**src/rtl/board_io_pkg.sv**
```systemverilog
// Shared constants for the board I/O peripheral cluster: PS/2 frame size and
// default sizing of the running light and scan-code FIFO.
package board_io_pkg;

    localparam int PS2_FRAME_BITS       = 11;
    localparam int DEFAULT_FIFO_DEPTH   = 8;
    localparam int DEFAULT_LIGHT_PERIOD = 5_000_000;

endpackage

```
**src/rtl/board_io_peripherals_ps2_rx.sv**
```systemverilog
// PS/2 keyboard receiver: clock synchronizer, frame capture with start/stop/parity
// validation, and a scan-code FIFO that keeps one slot empty to tell full from empty.
module ps2_rx
    import board_io_pkg::*;
#(
    parameter int FIFO_DEPTH = DEFAULT_FIFO_DEPTH
) (
    input  logic       clk,
    input  logic       rst,
    input  logic       ps2_clk,
    input  logic       ps2_data,
    input  logic       nextdata_n,
    output logic [7:0] kbd_data,
    output logic       kbd_ready,
    output logic       kbd_overflow
);

    localparam int PTR_W = $clog2(FIFO_DEPTH);
    localparam logic [3:0] LAST_BIT = 4'(PS2_FRAME_BITS - 1);

    logic [2:0]       ps2_sync;
    logic [9:0]       buffer;
    logic [3:0]       count;
    logic [7:0]       fifo [FIFO_DEPTH];
    logic [PTR_W-1:0] w_ptr;
    logic [PTR_W-1:0] r_ptr;
    logic [PTR_W-1:0] w_next;

    logic sample;
    logic frame_end;
    logic frame_valid;
    logic fifo_full;
    logic do_write;
    logic do_pop;

    // ps2_data is taken raw: it is stable for the whole low phase of ps2_clk.
    assign sample      = ps2_sync[2] & ~ps2_sync[1];
    assign frame_end   = sample && (count == LAST_BIT);
    assign frame_valid = ~buffer[0] & ps2_data & (^buffer[9:1]);
    assign w_next      = w_ptr + PTR_W'(1);
    assign fifo_full   = (w_next == r_ptr);
    assign do_write    = frame_end && frame_valid && !fifo_full;
    assign do_pop      = !nextdata_n && kbd_ready;

    assign kbd_ready = (w_ptr != r_ptr);
    assign kbd_data  = fifo[r_ptr];

    always_ff @(posedge clk) begin
        if (rst) begin
            ps2_sync     <= 3'b000;
            buffer       <= '0;
            count        <= '0;
            w_ptr        <= '0;
            r_ptr        <= '0;
            kbd_overflow <= 1'b0;
        end else begin
            ps2_sync <= {ps2_sync[1:0], ps2_clk};
            if (sample) begin
                if (count < LAST_BIT) begin
                    buffer[count] <= ps2_data;
                    count         <= count + 4'd1;
                end else begin
                    count <= '0;
                end
            end
            if (do_write) begin
                w_ptr <= w_next;
            end
            if (frame_end && frame_valid && fifo_full) begin
                kbd_overflow <= 1'b1;
            end
            if (do_pop) begin
                r_ptr <= r_ptr + PTR_W'(1);
            end
        end
    end

    // Storage needs no reset; only the pointers define what is valid.
    always_ff @(posedge clk) begin
        if (do_write) begin
            fifo[w_ptr] <= buffer[8:1];
        end
    end

endmodule

```
**src/rtl/board_io_peripherals.sv**
```systemverilog
// Board I/O cluster: 2-bit switch-field mux, rotating one-hot running light and
// the PS/2 keyboard receiver.
module board_io_peripherals
    import board_io_pkg::*;
#(
    parameter int LIGHT_PERIOD = DEFAULT_LIGHT_PERIOD,
    parameter int FIFO_DEPTH   = DEFAULT_FIFO_DEPTH
) (
    input  logic        clk,
    input  logic        rst,
    input  logic [1:0]  mux_sel,
    input  logic [1:0]  mux_x0,
    input  logic [1:0]  mux_x1,
    input  logic [1:0]  mux_x2,
    input  logic [1:0]  mux_x3,
    output logic [1:0]  mux_f,
    output logic [15:0] led,
    input  logic        ps2_clk,
    input  logic        ps2_data,
    input  logic        nextdata_n,
    output logic [7:0]  kbd_data,
    output logic        kbd_ready,
    output logic        kbd_overflow
);

    localparam logic [31:0] CNT_LAST = 32'(LIGHT_PERIOD - 1);

    logic [31:0] cnt;

    always_comb begin
        mux_f = mux_x0;
        case (mux_sel)
            2'd0: mux_f = mux_x0;
            2'd1: mux_f = mux_x1;
            2'd2: mux_f = mux_x2;
            2'd3: mux_f = mux_x3;
            default: mux_f = mux_x0;
        endcase
    end

    always_ff @(posedge clk) begin
        if (rst) begin
            cnt <= '0;
            led <= 16'h0001;
        end else if (cnt == CNT_LAST) begin
            cnt <= '0;
            led <= {led[14:0], led[15]};
        end else begin
            cnt <= cnt + 32'd1;
        end
    end

    ps2_rx #(
        .FIFO_DEPTH(FIFO_DEPTH)
    ) u_ps2_rx (
        .clk         (clk),
        .rst         (rst),
        .ps2_clk     (ps2_clk),
        .ps2_data    (ps2_data),
        .nextdata_n  (nextdata_n),
        .kbd_data    (kbd_data),
        .kbd_ready   (kbd_ready),
        .kbd_overflow(kbd_overflow)
    );

endmodule

```
**config.mk**
```make
export PLATFORM = sky130hd
export DESIGN_NAME = board_io_peripherals
export DESIGN_NICKNAME = d
export VERILOG_FILES = /design/src/rtl/board_io_pkg.sv /design/src/rtl/board_io_peripherals_ps2_rx.sv /design/src/rtl/board_io_peripherals.sv
export SDC_FILE = /design/constraint.sdc
export NUM_CORES = 1
export LEC_CHECK = 0
export ABC_AREA = 1
export ABC_CLOCK_PERIOD_IN_PS = 6400
export CELL_PAD_IN_SITES_DETAIL_PLACEMENT = 0
export CELL_PAD_IN_SITES_GLOBAL_PLACEMENT = 2
export CORE_MARGIN = 1.5
export CORE_UTILIZATION = 39
export DETAILED_ROUTE_END_ITERATION = 10
export GPL_TIMING_DRIVEN = 0
export PLACE_DENSITY = 0.94
export SETUP_SLACK_MARGIN = 0.4
export SLEW_MARGIN = 40
export SYNTH_ARGS = -nofsm -noshare
export SYNTH_HDL_FRONTEND = slang
export SYNTH_SLANG_ARGS = --single-unit
export TNS_END_PERCENT = 10
```
**constraint.sdc**
```tcl
create_clock -name clk -period 6.4 [get_ports clk]
set_input_delay 0.96 -clock clk [delete_from_list [all_inputs] [get_ports clk]]
set_output_delay 0.96 -clock clk [all_outputs]
set_load 0.05 [all_outputs]
```
# [After elaboration in Yosys (flattened, before gate mapping)]
# Memories as Yosys holds them, arrays and structs flattened. A register that Yosys moved wholly into a read port is not among the register bits.
# Cells that the tools add are included.
[word_totals] mem_count=1 out_inout_bits=28 regBits=72 ramBits=64 wordCells=49 inputBits=15
[mem_list] memory="u_ps2_rx.fifo" depth=8 width=8 rd=1 rd_ports_with_merged_regs=1 write_ports=1 line_no="board_io_peripherals_ps2_rx.sv:24" text="logic [7:0] fifo [FIFO_DEPTH];"
[op_classes] n_eq_ne=7 n_addsub=4 n_mux=9 n_reduce_logical=12 magnitude_cmp=3 bitwise=5
[op_table] cell="$add A32 B1 Y32 const B" count=1
[op_table] cell="$eq A32 B23 Y1 const B" count=1
[op_table] cell="$bwmux W10" count=1
[op_table] cell="$reduce_xor A9 Y1" count=1
[op_table] cell="$pmux W2 S4" count=1
[op_table] cell="$add A3 B1 Y3 const B" count=2
[op_table] cell="$logic_and A1 B1 Y1" count=6
[op_table] cell="$mux W3" count=2
[op_table] cell="$lt A4 B5 Y1 const B" count=1
[op_table] cell="$add A4 B1 Y4 const B" count=1
[op_table] cell="$demux W1 S4" count=1
[op_table] cell="$eq A2 B2 Y1 const B" count=2
[op_table] cell="$eq A4 B4 Y1 const B" count=1
[op_table] cell="$ge A4 B1 Y1 const B" count=1
[op_table] cell="$lt A4 B4 Y1 const B" count=1
[op_table] cell="$mux W4" count=1
[op_table] cell="$and A1 B1 Y1" count=3
[op_table] cell="$eq A3 B3 Y1" count=1
[op_table] cell="$mux W1" count=3
[op_table] cell="$ne A3 B3 Y1" count=1
[op_table] cell="$eq A2 B1 Y1 const B" count=1
[op_table] cell="$logic_not A1 Y1" count=2
[op_table] cell="$logic_not A2 Y1" count=1
[op_table] cell="$not A1 Y1" count=2
[op_table] cell="2 further kinds" count=2

# [Longest topological paths before layout]
# Gate-level depths: netlist of run 1.
[depth] ltp_word=7 depth_mapped=12 mapped_depth_nobuf=12

# [Cells and area by module]
# Synthesis of run 1 repeated with hierarchy kept, for this count alone.
[hier_totals] hier_cells=763 hier_area_um2=6386.1
[by_module_without_submodules] mod="ps2_rx" instances=1 cells_each=382 area_each_um2=3867.5 seq_area_each_um2=2462.4
[by_module_without_submodules] mod="board_io_peripherals" instances=1 cells_each=381 area_each_um2=2518.7 seq_area_each_um2=960.9

# [Worst setup path before layout of run 1]
# No wires, ideal clock.
[synth_path] kind="reg-to-output" start="register (tool-made name)" end="output port kbd_data[5]" slack_ns=3.626 t_required_ns=5.440 t_arrival_ns=1.814 n_path_buf=1 stages_incl_launch_ff=7 cell_sequence="dfxtp_1 -> inv_1 -> clkbuf_1 -> o21ai_0 -> o22ai_1 -> nor2_1 -> a31oi_1"
[synth_rtl] element="end: declaration" line_no="board_io_peripherals.sv:21" text="output logic [7:0] kbd_data,"

==> impl_metrics.env, run 1 <==
export IMPL_status="completed"
export IMPL_crit_path_start_kind="flip-flop"
export IMPL_avgSynthCellArea_um2=8.53
export IMPL_port_buffers=42
export IMPL_n_antenna_cell=0
export IMPL_irDropWorstVdd_mv=0.210
export IMPL_use_met2=0.297
export IMPL_syn_to_final_growth_pct=21.1
export IMPL_num_vias=4958
export IMPL_grt_pass1_vias=4837
export IMPL_pin_count=43
export IMPL_synth_nets=754
export IMPL_setup_ws_ps=2530
export IMPL_ys_flop_type="dfxtp_1"
export IMPL_drive_gt1_frac=0.0919
export IMPL_crit_fanout=10
export IMPL_grt_ovfl_total=0
export IMPL_die_h_um=130
export IMPL_min_to="u_ps2_rx.ps2_sync[1]$_SDFF_PP0_"
export IMPL_leakage_nw=2.63
export IMPL_multi_input_area_um2=2470
export IMPL_dp_slack_ps=2860
export IMPL_maxSlewHeadroom=0.466
export IMPL_clock_sinks=139
export IMPL_first_iter_violations=325
export IMPL_async_flop_share=0
export IMPL_grt_pass1_wl_um=24300
export IMPL_whs_path_depth=2
export IMPL_yosysSeqAreaShare=0.548
export IMPL_tns_ps=0
export IMPL_rsz0062_at_grt="false"
export IMPL_seq_area_um2=3420
export IMPL_syn_inst=732
export IMPL_critPathMaxStageDelay_ps=840
export IMPL_global_route_usage_met1=0.247
export IMPL_cts_tree="yes"
export IMPL_setup_violations=0
export IMPL_grt_use_met3=0.0500
export IMPL_die_area_um2=16800
export IMPL_busiest_layer="met2"
export IMPL_maxCapViolations=0
export IMPL_utilization=0.480
export IMPL_synth_edf_count=64
export IMPL_critical_path_required_ps=5440
export IMPL_fin_skew_ps=8.29
export IMPL_hpwl_um=10300
export IMPL_end_kind="output pin"
export IMPL_fin_crit_sh=0.605
export IMPL_root_buffer="clkbuf_16"
export IMPL_synth_cell_types=35
export IMPL_post_dp_cell_area_um2=6960
export IMPL_h_tree_depth=4
export IMPL_synth_warnings=0
export IMPL_viasPerCell=4.86
export IMPL_hold_buffers=0
export IMPL_crit_reg2reg_launch="u_ps2_rx.buffer[1]$_SDFFE_PP0P_"
export IMPL_final_common_cell="nand2_1"
export IMPL_slowest_stage="clkdlybuf4s50_1"
export IMPL_critical_path_class="flip-flop to output pin"
export IMPL_final_hold_viol_count=0
export IMPL_drtAntennaViolNets=0
export IMPL_worstPathCellList="inv_1, clkbuf_1, o21ai_0, o22ai_1, nor2_1, a31oi_1, clkdlybuf4s50_1"
export IMPL_holdCritStartpoint="u_ps2_rx.ps2_sync[0]$_SDFF_PP0_"
export IMPL_slew_violations=0
export IMPL_nFillCells=1540
export IMPL_grt_max_degree=17
export IMPL_fin_crit_ps=3870
export IMPL_core_area_um2=15800
export IMPL_gp_congestion=0.830
export IMPL_reg2regPathDepth=10
export IMPL_hold_path_class="flip-flop to flip-flop"
export IMPL_drt_wirelength_per_cell_um=14.3
export IMPL_r2r_end="u_ps2_rx.fifo[4][5]$_DFFE_PP_"
export IMPL_die_w_um=130
export IMPL_power_density_nw_per_um2=281
export IMPL_worst_slew_pin_slew_ps=798
export IMPL_syn_area_um2=6250
export IMPL_cts_buffer_depth=2
export IMPL_synth_seq_cells=139
export IMPL_routed_wl_um=14600
export IMPL_layout_nets=815
export IMPL_r2r_slack_ps=3740
export IMPL_cts_resized_gates=0
export IMPL_numCtsBuffers=17
export IMPL_drc=0
export IMPL_gr_usage_all_layers=0.188
export IMPL_initial_core_util=0.396
export IMPL_clk_latency_ps=430
export IMPL_finalInstanceArea_um2=7570
export IMPL_path_clk_slew_ps=60
export IMPL_cts_setup_buffers=0
export IMPL_firstDrtPassIters=5
export IMPL_clock_fmax_ghz=0.258
export IMPL_antenna_found_initial=0
export IMPL_final_cell_mix="nand2_1 (131), nor2_1 (121), dfxtp_1 (75)"
export IMPL_crit_arrival_ps=2910
export IMPL_rows=46
## cells in the mapped netlist (2+ instances only)
library cell / instances / area share
a21oi_2: 9 / 0.013
dfxtp_1: 75 / 0.24
ha_1: 7 / 0.014
xnor2_1: 9 / 0.013
nor3b_1: 3 / 0.0036
nand2_1: 131 / 0.079
nand2_2: 11 / 0.011
buf_2: 3 / 0.0024
a211oi_1: 2 / 0.0024
o22ai_1: 8 / 0.0080
edfxtp_1: 64 / 0.31
nor4_1: 3 / 0.0030
nand4_1: 18 / 0.018
nor3_1: 18 / 0.014
nor2_1: 122 / 0.073
xor2_1: 7 / 0.0098
inv_1: 74 / 0.044
nor2_4: 2 / 0.0036
o21ai_0: 49 / 0.039
a31oi_1: 10 / 0.010
a21oi_1: 37 / 0.030
clkbuf_1: 16 / 0.0096
nor3_2: 3 / 0.0048
or2_2: 6 / 0.0060
nand3_1: 35 / 0.028
## where the power goes
| group | switching [mW] | total, mW | internal [mW] | leakage [nW] |
|---|---|---|---|---|
| registers | 0.00803 | 0.935 | 0.927 | 1.19 |
| logic | 0.115 | 0.173 | 0.0576 | 1.15 |
| clock network | 0.388 | 1.01 | 0.626 | 0.288 |
## sequential cells by signal, indices dropped and copies added (netlist names), named ones only
register	count
u_ps2_rx.fifo	64
cnt	32
led	16
u_ps2_rx.buffer	10
u_ps2_rx.count	4
u_ps2_rx.ps2_sync	3
u_ps2_rx.r_ptr	3
u_ps2_rx.w_ptr	3
u_ps2_rx.kbd_overflow	1
## critical path: cells and delay by family (launching register included)
| kind | cells | cell delay, ps |
|---|---|---|
| simple gates | 1 | 70 |
| buf+inv | 3 | 1470 |
| compound gates | 3 | 540 |
| flops | 1 | 390 |
## area by class of cell
type | count | area share
timing repair buffer | 42 | 0.0556
clock buffer | 19 | 0.0585
multi-input combinational | 497 | 0.326
clock inverter | 12 | 0.0217
sequential | 139 | 0.452
tap | 216 | 0.0357
inverter | 75 | 0.0374
buffer | 21 | 0.0124
## worst max path at each step
stage / from / end / cells after the start / slack (ps)
floorplan: flip-flop / kbd_data[5] / 6 / 3630
global placement: ps2_data / u_ps2_rx.fifo[2][7]$_DFFE_PP_ / 5 / 2800
detailed placement: mux_sel[0] / mux_f[1] / 5 / 2860
CTS: flip-flop / kbd_data[6] / 7 / 2550
global route: flip-flop / kbd_data[6] / 7 / 2370
finish: flip-flop / kbd_data[6] / 7 / 2530
## stage by stage
stage	hold WS [ps]	total power, mW	cells
floorplan	388	1.07	732
global placement	397	1.13	990
detailed placement	418	1.13	990
CTS	427	2.14	1021
global route	432	2.19	1021
finish	423	2.12	1021
## per-layer routing
metal / wire [µm] / part of all wire
met1: 6870 / 0.47
met5: 0 / 0
met4: 291 / 0.020
met3: 789 / 0.054
met2: 6640 / 0.46
## cells by family after synthesis
logic type | after synthesis | share of synthesized area
buf+inv | 96 | 0.0603
xor+xnor | 16 | 0.0224
fa+ha+maj | 7 | 0.0140
compound gates | 117 | 0.104
simple gates | 357 | 0.251
flops | 139 | 0.548
Power figures use the tool's default switching activity.
==> run 2: changes to the inputs <==
--- a/config.mk
+++ b/config.mk
@@ -6,14 +6,14 @@
 export NUM_CORES = 1
 export LEC_CHECK = 0
 export ABC_AREA = 1
-export ABC_CLOCK_PERIOD_IN_PS = 6400
+export ABC_CLOCK_PERIOD_IN_PS = 3800
 export CELL_PAD_IN_SITES_DETAIL_PLACEMENT = 0
 export CELL_PAD_IN_SITES_GLOBAL_PLACEMENT = 2
 export CORE_MARGIN = 1.5
-export CORE_UTILIZATION = 39
+export CORE_UTILIZATION = 36
 export DETAILED_ROUTE_END_ITERATION = 10
 export GPL_TIMING_DRIVEN = 0
-export PLACE_DENSITY = 0.94
+export PLACE_DENSITY = 0.88
 export SETUP_SLACK_MARGIN = 0.4
 export SLEW_MARGIN = 40
 export SYNTH_ARGS = -nofsm -noshare
==> constraint.sdc (replaced) <==
create_clock -name clk -period 3.8 [get_ports clk]
set_input_delay 0.57 -clock clk [delete_from_list [all_inputs] [get_ports clk]]
set_output_delay 0.57 -clock clk [all_outputs]
set_load 0.05 [all_outputs]
==> run 2 against run 1 <==
Flip-flop and latch count did not move. Cell count rose by 0.49%. Sequential share of layout area fell by 0.36 points. Critical path type unchanged. Critical endpoint is now kbd_data[1]. Largest power group unchanged. Highest routed layer unchanged.
==> impl_metrics.env, run 2 (synthesized netlist as in run 1, its figures left out) <==
export IMPL_critical_path_buf_inv_count=2
export IMPL_crit_fanout=10
export IMPL_end_kind="output pin"
export IMPL_worst_slew_pin_slew_ps=788
export IMPL_grt_pass1_vias=4771
export IMPL_fin_crit_sh=0.854
export IMPL_critical_path_required_ps=3230
export IMPL_final_hold_viol_count=0
export IMPL_maxCapViolations=0
export IMPL_dp_slack_ps=815
export IMPL_wl_met3_um=684
export IMPL_pin_count=43
export IMPL_cts_setup_buffers=0
export IMPL_dp_cells=994
export IMPL_grt_max_degree=17
export IMPL_syn_to_final_growth_pct=22.1
export IMPL_first_iter_violations=234
export IMPL_clock_sinks=139
export IMPL_hold_path_class="flip-flop to flip-flop"
export IMPL_fin_crit_ps=3250
export IMPL_reg_top3="u_ps2_rx.fifo (64), cnt (32), led (16)"
export IMPL_setup_violations=0
export IMPL_viasPerCell=4.83
export IMPL_drive_gt1_frac=0.0931
export IMPL_cts_tree="yes"
export IMPL_drc=0
export IMPL_power_density_nw_per_um2=486
export IMPL_slew_violations=0
export IMPL_final_cell_count_no_fill=1026
export IMPL_firstDrtPassIters=5
export IMPL_rsz0062_at_grt="true"
export IMPL_path_clk_slew_ps=60
export IMPL_die_area_um2=18100
export IMPL_port_buffers=42
export IMPL_m1WireLength_um=7110
export IMPL_n_antenna_cell=0
export IMPL_gr_usage_all_layers=0.173
export IMPL_rows=47
export IMPL_critical_path_class="flip-flop to output pin"
export IMPL_setup_ws_ps=554
export IMPL_die_w_um=135
export IMPL_crit_arrival_ps=2680
export IMPL_critPathMaxStageDelay_ps=830
export IMPL_critical_path_top_delay_family="buffers and inverters"
export IMPL_clock_fmax_ghz=0.308
export IMPL_leakage_nw=2.67
export IMPL_maxSlewHeadroom=0.472
export IMPL_utilization=0.455
export IMPL_largest_reg_flops=64
export IMPL_grt_pass1_wl_um=24200
export IMPL_hpwl_um=10500
export IMPL_whs_ps=404
export IMPL_numCtsBuffers=17
export IMPL_gp_congestion=0.795
export IMPL_final_common_cell="nand2_1"
export IMPL_layout_nets=815
export IMPL_slowest_stage="clkdlybuf4s50_1"
export IMPL_h_tree_depth=4
export IMPL_clk_latency_ps=410
export IMPL_drtAntennaViolNets=0
export IMPL_core_area_um2=16800
export IMPL_irDropWorstVdd_mv=0.376
export IMPL_met2WireLength_um=6730
export IMPL_hold_buffers=0
export IMPL_num_vias=4960
export IMPL_antenna_found_initial=0
export IMPL_root_buffer="clkbuf_16"
export IMPL_status="completed"
export IMPL_routed_wl_um=14700
export IMPL_final_cell_mix="nand2_1 (131), nor2_1 (121), dfxtp_1 (75)"
export IMPL_max_flop_register="u_ps2_rx.fifo"
export IMPL_initial_core_util=0.373
export IMPL_nFillCells=1649
export IMPL_worstPathCellList="clkbuf_1, o21ai_0, o22ai_1, nor2_1, a31oi_1, clkdlybuf4s50_1"
export IMPL_die_h_um=135
export IMPL_routed_top_layer="met4"
export IMPL_tns_ps=0
export IMPL_grt_ovfl_total=0
export IMPL_crit_path_start_kind="flip-flop"
export IMPL_cts_buffer_depth=2
export IMPL_fin_skew_ps=9.41
export IMPL_drt_wirelength_per_cell_um=14.3
-- run 2: changes by cell type in the layout (fill, tap and decap cells not counted) --
cell             previous run  this run
clkinv_2                    2         1
clkinvlp_4                  3         1
clkinv_4                    1         3
clkdlybuf4s50_1            42        40
dlygate4sd2_1               0         1
inv_8                       1         2
clkbuf_8                    1         0
bufinv_16                   3         5
dlymetal6s2s_1              0         1
-- run 2: power breakdown --
part | switching [mW] | leakage, nW | total, mW | internal, mW
clock | 0.658 | 0.320 | 1.84 | 1.18
sequential | 0.0127 | 1.19 | 1.57 | 1.56
combinational | 0.194 | 1.16 | 0.289 | 0.0951
-- run 2: cell type report --
cell class | instances | area [µm²] | share of cell area
Buffer | 21 | 93.8 | 0.0123
Tap cell | 220 | 275 | 0.0361
Multi-Input combinational cell | 497 | 2470 | 0.324
Sequential cell | 139 | 3420 | 0.449
Clock buffer | 18 | 429 | 0.0563
Inverter | 75 | 283 | 0.0371
Timing Repair Buffer | 42 | 422 | 0.0553
Clock inverter | 14 | 233 | 0.0305
-- run 2: metal layers --
metal,vias to the layer above,track usage
li1,2564,-
met1,2283,0.233
met2,101,0.270
met3,12,0.0454
met4,0,0.0585
met5,-,0
-- run 2: stage by stage --
stage / power (mW) / area (µm²)
6_report: 3.70 / 7630
5_1_grt: 3.84 / 7630
4_1_cts: 3.74 / 7620
3_5_place_dp: 1.90 / 6960
3_3_place_gp: 1.90 / 6940
2_1_floorplan: 1.80 / 6250
-- run 2: repair_timing --
| action | in CTS | in global routing |
|---|---|---|
| endpoints found under the hold margin | 0 | 0 |
| gates resized for setup | 1 | 1 |
| setup endpoints to repair | 2 | 4 |
-- run 2: worst paths after layout --
check | endpoint | from | slack [ps] | cells past startpoint
worst max-delay path | kbd_data[1] | flip-flop | 550 | 6
worst min-delay path | u_ps2_rx.ps2_sync[1]$_SDFF_PP0_ | u_ps2_rx.ps2_sync[0]$_SDFF_PP0_ | 400 | 2
worst max register to register | u_ps2_rx.fifo[2][6]$_DFFE_PP_ | u_ps2_rx.buffer[8]$_SDFFE_PP0P_ | 1120 | 10
worst min register to register | u_ps2_rx.ps2_sync[1]$_SDFF_PP0_ | u_ps2_rx.ps2_sync[0]$_SDFF_PP0_ | 400 | 2
-- run 2: tightest hold or removal path: stages, from the launching register on --
cell,delay (ps)
dfxtp_1,300
inv_1,40
nor2_1,30
==> run 3: changes to the inputs <==
--- a/config.mk
+++ b/config.mk
@@ -13,7 +13,8 @@
 export CORE_UTILIZATION = 36
 export DETAILED_ROUTE_END_ITERATION = 10
 export GPL_TIMING_DRIVEN = 0
-export PLACE_DENSITY = 0.88
+export PLACE_DENSITY = 0.86
+export REMOVE_ABC_BUFFERS = 1
 export SETUP_SLACK_MARGIN = 0.4
 export SLEW_MARGIN = 40
 export SYNTH_ARGS = -nofsm -noshare
==> run 3 against run 2 <==
Critical path depth is 1 lower. Die area is the same. Worst hold slack improved by 3.1 ps. Routed wire length is 5.4% lower. Total power is 7.8% lower. Maximum frequency fell by 1.7%. Cell count shrank 1.9%. Combinational power decreased by 8.0%. Setup slack lost 57 ps. Register-to-register slack got worse by 160 ps. Critical endpoint is now kbd_data[7]. Largest power group is now registers.
==> impl_metrics.env, run 3 (synthesized netlist as in run 1, its figures left out) <==
export IMPL_gr_usage_all_layers=0.162
export IMPL_drtAntennaViolNets=0
export IMPL_fin_skew_ps=9.03
export IMPL_die_w_um=135
export IMPL_antenna_found_initial=0
export IMPL_gp_congestion=0.807
export IMPL_grt_pass1_vias=4625
export IMPL_hold_buffers=0
export IMPL_tns_ps=0
export IMPL_cts_tree="yes"
export IMPL_maxSlewHeadroom=0.467
export IMPL_p_sw_mw=0.906
export IMPL_final_cell_mix="nand2_1 (130), nor2_1 (122), dfxtp_1 (73)"
export IMPL_reg_top3="u_ps2_rx.fifo (64), cnt (32), led (16)"
export IMPL_multi_input_area_um2=2470
export IMPL_hold_path_class="flip-flop to flip-flop"
export IMPL_critical_path_required_ps=3230
export IMPL_power_density_nw_per_um2=459
export IMPL_p_int_mw=2.51
export IMPL_critical_path_class="flip-flop to output pin"
export IMPL_crit_arrival_ps=2730
export IMPL_slew_violations=0
export IMPL_num_vias=4922
export IMPL_drc=0
export IMPL_irDropWorstVdd_mv=0.317
export IMPL_final_common_cell="nand2_1"
export IMPL_grt_ovfl_total=0
export IMPL_nFillCells=1633
export IMPL_rsz0062_at_grt="true"
export IMPL_rows=47
export IMPL_final_hold_viol_count=0
export IMPL_crit_path_start_kind="flip-flop"
export IMPL_grt_pass1_wl_um=23100
export IMPL_worst_slew_pin_slew_ps=796
export IMPL_initial_core_util=0.373
export IMPL_core_area_um2=16800
export IMPL_crit_fanout=17
export IMPL_clkPwrFrac=0.456
export IMPL_drt_wirelength_per_cell_um=13.8
export IMPL_syn_to_final_growth_pct=19.2
export IMPL_first_iter_violations=281
export IMPL_numCtsBuffers=17
export IMPL_status="completed"
export IMPL_viasPerCell=4.89
export IMPL_port_buffers=42
export IMPL_swShare=0.265
export IMPL_cts_buffer_depth=2
export IMPL_pin_count=43
export IMPL_setup_violations=0
export IMPL_layout_nets=795
export IMPL_largest_reg_flops=64
export IMPL_path_clk_slew_ps=60
export IMPL_seq_area_um2=3430
export IMPL_clock_fmax_ghz=0.303
export IMPL_h_tree_depth=4
export IMPL_hpwl_um=9420
export IMPL_pwr_share_seq=0.466
export IMPL_clk_latency_ps=420
export IMPL_fin_crit_ps=3300
export IMPL_firstDrtPassIters=5
export IMPL_die_h_um=135
export IMPL_combinationalPowerShare=0.078
export IMPL_whs_ps=408
export IMPL_routed_wl_um=13900
export IMPL_fin_crit_sh=0.869
export IMPL_end_kind="output pin"
export IMPL_cts_setup_buffers=0
export IMPL_n_antenna_cell=0
export IMPL_maxCapViolations=0
export IMPL_max_flop_register="u_ps2_rx.fifo"
export IMPL_drive_gt1_frac=0.0967
export IMPL_grt_max_degree=35
export IMPL_die_area_um2=18100
export IMPL_leakage_nw=2.57
export IMPL_clock_sinks=139
export IMPL_root_buffer="clkbuf_16"
[run 3: cell count changes in the layout (fill, tap and decap cells not counted), moves of 2 or more]
| cell | before | now |
|---|---|---|
| clkbuf_1 | 17 | 0 |
| bufinv_16 | 5 | 0 |
| clkinvlp_4 | 1 | 6 |
| buf_2 | 3 | 1 |
| clkinv_4 | 3 | 1 |
| dfxtp_1 | 75 | 73 |
| inv_1 | 74 | 72 |
| inv_6 | 3 | 5 |
| inv_8 | 2 | 4 |
[run 3: area by class of cell]
cell class / instances / share of cell area
Clock buffer: 17 / 0.0572
Timing Repair inverter: 1 / 0.00101
Timing Repair Buffer: 42 / 0.0562
Sequential cell: 139 / 0.461
Multi-Input combinational cell: 497 / 0.332
Clock inverter: 15 / 0.0173
Tap cell: 220 / 0.0370
Inverter: 75 / 0.0390
[run 3: through the flow]
stage                util  setup WS, ps  std cells  cell area [µm²]  power, mW
floorplan               -          1080        711             6150       1.78
global placement    0.409         -55.9        973             6850       1.88
detailed placement  0.410           566        973             6870       1.89
CTS                 0.444           430       1006             7440       3.46
global route        0.444           365       1006             7440       3.54
finish              0.444           497       1006             7440       3.42
[run 3: metal layers]
layer  global-route usage  vias to the layer above  share of wire
met2                0.252                       83           0.45
met5                    0                        -              0
met1                0.219                     2289           0.50
met4               0.0627                        0          0.012
li1                     -                     2533              -
met3               0.0383                       17          0.034
[run 3: power by group through the flow]
stage | registers [mW] | clock network [mW] | logic (mW)
3_3_place_gp | 1.62 | 0 | 0.262
6_report | 1.59 | 1.56 | 0.266
4_1_cts | 1.59 | 1.60 | 0.266
2_1_floorplan | 1.61 | 0 | 0.171
5_1_grt | 1.59 | 1.66 | 0.288
3_5_place_dp | 1.62 | 0 | 0.265
[run 3: what timing repair did]
action | 4_1_cts | 5_1_grt
endpoints found under the setup margin | 8 | 8
hold endpoints to repair | 0 | 0
gates resized for setup | 4 | 2
gates cloned | 1 | 0
[run 3: path summary, 6_finish.rpt]
path,from,endpoint,slack [ps],depth (start not counted)
max,flip-flop,kbd_data[7],500,5
min,u_ps2_rx.ps2_sync[0]$_SDFF_PP0_,u_ps2_rx.ps2_sync[1]$_SDFF_PP0_,410,2
max reg2reg,u_ps2_rx.ps2_sync[2]$_SDFF_PP0_,u_ps2_rx.fifo[2][5]$_DFFE_PP_,960,6
min reg2reg,u_ps2_rx.ps2_sync[0]$_SDFF_PP0_,u_ps2_rx.ps2_sync[1]$_SDFF_PP0_,410,2
[run 3: worst max-delay path: stages (launching register included)]
cell             delay, ps
dfxtp_2                590
clkinvlp_4             430
nor2_1                 180
o21ai_0                 90
a31oi_1                200
clkdlybuf4s50_1        830
